===== config.mk =====
export PLATFORM = sky130hd
export DESIGN_NAME = note_sequencer
export DESIGN_NICKNAME = d
export VERILOG_FILES = /design/src/rtl/note_sequencer.sv
export SDC_FILE = /design/constraint.sdc
export NUM_CORES = 1
export LEC_CHECK = 0
export BUFFER_PORTS_ARGS = -buffer_cell sky130_fd_sc_hd__buf_2
export CORE_AREA = 2 2 71 90
export DETAILED_ROUTE_END_ITERATION = 10
export DIE_AREA = 0 0 73 92
export PLACE_DENSITY = 0.84
export SLEW_MARGIN = 20
export SYNTH_ARGS = -nofsm -noshare
export SYNTH_HDL_FRONTEND = slang
export SYNTH_SLANG_ARGS = --single-unit

===== constraint.sdc =====
create_clock -name CLK100MHZ -period 9.4 [get_ports CLK100MHZ]
set_clock_uncertainty 0.1 [all_clocks]
set_input_delay 1.88 -clock CLK100MHZ [delete_from_list [all_inputs] [get_ports CLK100MHZ]]
set_output_delay 1.88 -clock CLK100MHZ [all_outputs]
set_load 0.005 [all_outputs]

===== src/rtl/note_sequencer.sv =====
// rtl/note_sequencer.sv - tempo-driven song player: reads (note, duration) ROM words and holds each note for its tick count
// Optional SEQ_GAP_EN: rest the last GAP_TICKS ticks of each eligible note; undefined gives legato playback.
module note_sequencer #(
  parameter int unsigned TICK_DIV  = 1562500,
  parameter int unsigned ADDR_W    = 8,
  parameter int unsigned GAP_TICKS = 1
) (
  input  logic              CLK100MHZ,
  input  logic              rst,
  input  logic              play,
  input  logic              loop,
  input  logic [1:0]        tempo_sel,
  output logic [ADDR_W-1:0] rom_addr,
  input  logic [15:0]       rom_data,
  output logic [7:0]        note,
  output logic              note_strobe,
  output logic              busy,
  output logic              done
);

`ifdef SEQ_GAP_EN
  localparam bit GAP_EN = 1'b1;
`else
  localparam bit GAP_EN = 1'b0;
`endif
  localparam int PRE_W = $clog2(TICK_DIV + 1);
  localparam logic [7:0] GAP_L = 8'(GAP_TICKS);

  typedef enum logic [2:0] {
    S_IDLE, S_FETCH, S_LATCH, S_PLAY, S_PAUSE, S_DONE
  } state_t;

  state_t            state_q, state_d;
  logic [ADDR_W-1:0] rom_addr_q, rom_addr_d;
  logic [7:0]        cur_note_q, cur_note_d;
  logic [7:0]        dur_q, dur_d;
  logic [7:0]        remaining_q, remaining_d;
  logic [7:0]        note_q, note_d;
  logic              note_strobe_q, note_strobe_d;
  logic [PRE_W-1:0]  prescaler_q, prescaler_d;
  logic [PRE_W-1:0]  period;
  logic              tick;

  // A shorter period taking effect mid-tick wraps at once instead of underflowing.
  assign period = PRE_W'(TICK_DIV >> tempo_sel);
  assign tick   = (prescaler_q >= period - PRE_W'(1));

  always_ff @(posedge CLK100MHZ) begin
    if (rst) begin
      state_q       <= S_IDLE;
      rom_addr_q    <= '0;
      cur_note_q    <= '0;
      dur_q         <= '0;
      remaining_q   <= '0;
      note_q        <= '0;
      note_strobe_q <= 1'b0;
      prescaler_q   <= '0;
    end else begin
      state_q       <= state_d;
      rom_addr_q    <= rom_addr_d;
      cur_note_q    <= cur_note_d;
      dur_q         <= dur_d;
      remaining_q   <= remaining_d;
      note_q        <= note_d;
      note_strobe_q <= note_strobe_d;
      prescaler_q   <= prescaler_d;
    end
  end

  always_comb begin
    state_d       = state_q;
    rom_addr_d    = rom_addr_q;
    cur_note_d    = cur_note_q;
    dur_d         = dur_q;
    remaining_d   = remaining_q;
    prescaler_d   = prescaler_q;
    note_strobe_d = 1'b0;
    note_d        = note_q;

    case (state_q)
      S_IDLE: begin
        if (play) begin
          rom_addr_d = '0;
          state_d    = S_FETCH;
        end
      end
      S_FETCH: state_d = S_LATCH;
      S_LATCH: begin
        if (rom_data[7:0] == 8'd0) begin
          if (loop) begin
            rom_addr_d = '0;
            state_d    = S_FETCH;
          end else begin
            state_d = S_DONE;
          end
        end else begin
          cur_note_d    = rom_data[15:8];
          dur_d         = rom_data[7:0];
          remaining_d   = rom_data[7:0];
          prescaler_d   = '0;
          note_strobe_d = 1'b1;
          state_d       = play ? S_PLAY : S_PAUSE;
        end
      end
      S_PLAY: begin
        if (!play) state_d = S_PAUSE;
        if (tick) begin
          prescaler_d = '0;
          remaining_d = remaining_q - 8'd1;
          // The last tick advances even when play drops on the same cycle.
          if (remaining_q == 8'd1) begin
            if (&rom_addr_q && !loop) begin
              state_d = S_DONE;
            end else begin
              rom_addr_d = rom_addr_q + 1'b1;
              state_d    = S_FETCH;
            end
          end
        end else begin
          prescaler_d = prescaler_q + 1'b1;
        end
      end
      S_PAUSE: if (play) state_d = S_PLAY;
      S_DONE:  if (!play) state_d = S_IDLE;
      default: state_d = S_IDLE;
    endcase

    case (state_d)
      S_PLAY: begin
        if (GAP_EN && cur_note_d != 8'd0 && dur_d > GAP_L && remaining_d <= GAP_L)
          note_d = 8'd0;
        else
          note_d = cur_note_d;
      end
      S_FETCH, S_LATCH: note_d = note_q;
      default:          note_d = 8'd0;
    endcase
  end

  assign rom_addr    = rom_addr_q;
  assign note        = note_q;
  assign note_strobe = note_strobe_q;
  assign busy        = (state_q == S_FETCH) || (state_q == S_LATCH) ||
                       (state_q == S_PLAY)  || (state_q == S_PAUSE);
  assign done        = (state_q == S_DONE);

endmodule


==> metrics <==
antenna diode count=0; drt pass-1 iters=5; # IOs=41; fin crit share=51.1%; Seq cells post-synth=57; area grow syn2layout=11.4%; Hold Crit Class=reg2reg; cell accounting for the most synthesized area=dfxtp_1; Max VDD drop=0.178 mV; Final Slew Violations=0; M3 GR Usage=6.26%; Seq/Total Area, Yosys=31.3%; Fin Hold WS=0.362 ns; row cnt=32; M2 GR Usage=47.1%; WS Path Type=in2reg; clk root buf=clkbuf_8; CTS Buf Count=9; Worst setup EP type=register; fin area=4060 sq um; first-pass GRT wire length=15000 um; final wirelength=8840 um; multi-input combinational cell area=2310 sq um; Routed WL per cell=16.3 um; Synth cell types=64; Post-CTS Resized=0; core area=5970 sq um; Syn. warnings=0; Leakage=1.66 nW; Avg Vias per Cell=6.52; main area contributors after synthesis=dfxtp_1 31%, ha_1 9.6%, a21oi_1 4.9%, nand2_1 4.4%, o21ai_0 4.4%; DPL Wire Length=6320 um; Final #Nets=519; setup_tns=0 ns; data required time at the worst endpoint=9.56 ns; final setup fails=0; M1 GR Usage=34.0%; Overflow after GRT=0; Pwr Total=643 uW; post-synth top area share=31.3%; Post-CTS Setup Inserts=0; DRT antenna net count=0; number of global-route vias before repair=3294; Async SR Flop Fraction=0%; Via Count=3535; CTS clk-pin slew, worst paths=0.07 ns; initial antenna violation count=0; Die Wd=73 um; Synth Instances=436; CP max stage cell=nand3_1; hold buffers post-CTS=0; CTS tree=done; endpoints failing hold=0; global routing's busiest layer=met2; Bufs and invs on worst path=2; Crit Path Max Fanout=27; Post-synth top cells=57 x dfxtp_1, 43 x nand2_1, 36 x a21oi_1; crit path launch type=input port; fmax=0.208 GHz; RSZ-0062 raised after global routing=false; Seq. cell area=1140 sq um; final core occ=68.1%; initial core utilization=61.1%; most common cell in the netlist=dfxtp_1; crit-path most repeated cell=ha_1; DIE HEIGHT=92 um; largest net degree at the start of global routing=28; kind of cell adding the most delay to the critical path=simple AND/OR/NAND/NOR gates; Sink Count=57; fraction of layout cells with a size suffix above 1=15.8%; clk_lat worst skew=0.34 ns; Fill cells=488; critical path arrival=4.97 ns; Least-Margin Pin Slew=0.915 ns; GP Congestion=0.933; initial drt markers=306; worst-path cell chain=buf_2 -> inv_1 -> ha_1 -> ha_1 -> a211oi_1 -> nor2_1 -> a221oi_1 -> o221a_2 -> nand3_1 -> or3_1 -> o21ai_0; Post-synth EDFFs=0; Placed Area=3820 sq um; Die ar.=6720 sq um; PortBufs=40; status=complete, no violations; Max stage delay on crit path=0.63 ns; DRC=0; PD cells=158 nW/um^2; H-tree Lvls=3; worst rel slew slack=38.8%; minimum clock period=4.81 ns; Post-Syn Area=3640 sq um; GR Util All Layers=28.1%; syn avg cell area=8.36 sq um; maxcap violations=0; clk buf depth=2; Primary FF master, synth=dfxtp_1
worst paths after layout:
kind	start	end	slack, ns	cells after the start
setup / recovery	tempo_sel[0]	prescaler_q[7]$_SDFFE_PP0P_	4.59	11
hold / removal	cur_note_q[7]$_SDFF_PP0_	cur_note_q[7]$_SDFF_PP0_	0.36	2
setup reg to reg	prescaler_q[14]$_SDFFE_PP0P_	prescaler_q[7]$_SDFFE_PP0P_	6.18	8
hold reg to reg	cur_note_q[7]$_SDFF_PP0_	cur_note_q[7]$_SDFF_PP0_	0.36	2
per-stage QoR:
| stage | setup slack, ns | std cells |
|---|---|---|
| final | 4.59 | 542 |
| after global routing | 4.28 | 542 |
| after CTS | 4.61 | 542 |
| after detailed placement | 4.24 | 526 |
| after global placement | 4.16 | 526 |
| after floorplan | 4.97 | 437 |
area by class of cell:
| type | instances | area share (%) |
|---|---|---|
| sequential | 57 | 28.1 |
| multi-input combinational | 341 | 56.9 |
| inverter | 19 | 1.76 |
| clock buffer | 10 | 3.39 |
| clock inverter | 6 | 2.59 |
| tap | 68 | 2.10 |
| timing repair buffer | 41 | 5.12 |
cell usage in the layout (no fill, tap or decap), types with 6 or more instances in the layout:
| master | Yosys | layout |
|---|---|---|
| and3_1 | 9 | 9 |
| o21ai_0 | 32 | 32 |
| clkbuf_8 | 0 | 10 |
| nand2_1 | 43 | 43 |
| nor3b_1 | 7 | 7 |
| o211ai_1 | 6 | 6 |
| or3_1 | 10 | 10 |
| nor2_1 | 16 | 16 |
| dfxtp_1 | 57 | 57 |
| buf_2 | 2 | 40 |
| nor3_1 | 9 | 8 |
| inv_1 | 18 | 18 |
| o31ai_1 | 12 | 12 |
| a32o_1 | 8 | 8 |
| and2_1 | 6 | 6 |
| nand4_1 | 7 | 7 |
| a21o_1 | 10 | 10 |
| nand2b_1 | 9 | 9 |
| nand3_1 | 15 | 15 |
| nor4_1 | 8 | 8 |
| a21oi_1 | 36 | 36 |
| ha_1 | 28 | 28 |
routing by layer:
layer / part of all wire (%) / wire length [um]
met2: 51 / 4500
met3: 4.9 / 434
met1: 41 / 3640
met4: 3.0 / 261
met5: 0 / 0
sequential cells by signal, indices dropped and copies added, names as in the netlist:
| signal | count |
|---|---|
| cur_note_q | 8 |
| rom_addr | 8 |
| state_q | 3 |
| prescaler_q | 21 |
| remaining_q | 8 |
| note | 8 |
| note_strobe | 1 |
tightest hold or removal path: cells and delay by family, from the launching register on:
kind	cells	cell delay, ns
flops	1	0.30
compound gates	1	0.06
simple gates	1	0.04
cells by family (layout without fill, tap and decap cells):
group	count (synthesis)	in the layout	synth area share (%)
simple gates	161	161	24.6
compound gates	140	140	26.4
flops	57	57	31.3
buf+inv	39	76	5.49
fa+ha+maj	28	28	9.61
xor+xnor	7	7	1.68
mux	3	3	0.824
other cells	1	2	0.103
where the power goes:
part	leakage, nW	internal, mW	switching [mW]
Sequential	0.461	0.249	0.00902
Clock	0.126	0.182	0.102
Combinational	1.07	0.0378	0.0623
Total	1.66	0.469	0.174
No activity file was read; power rests on OpenSTA's default activity.
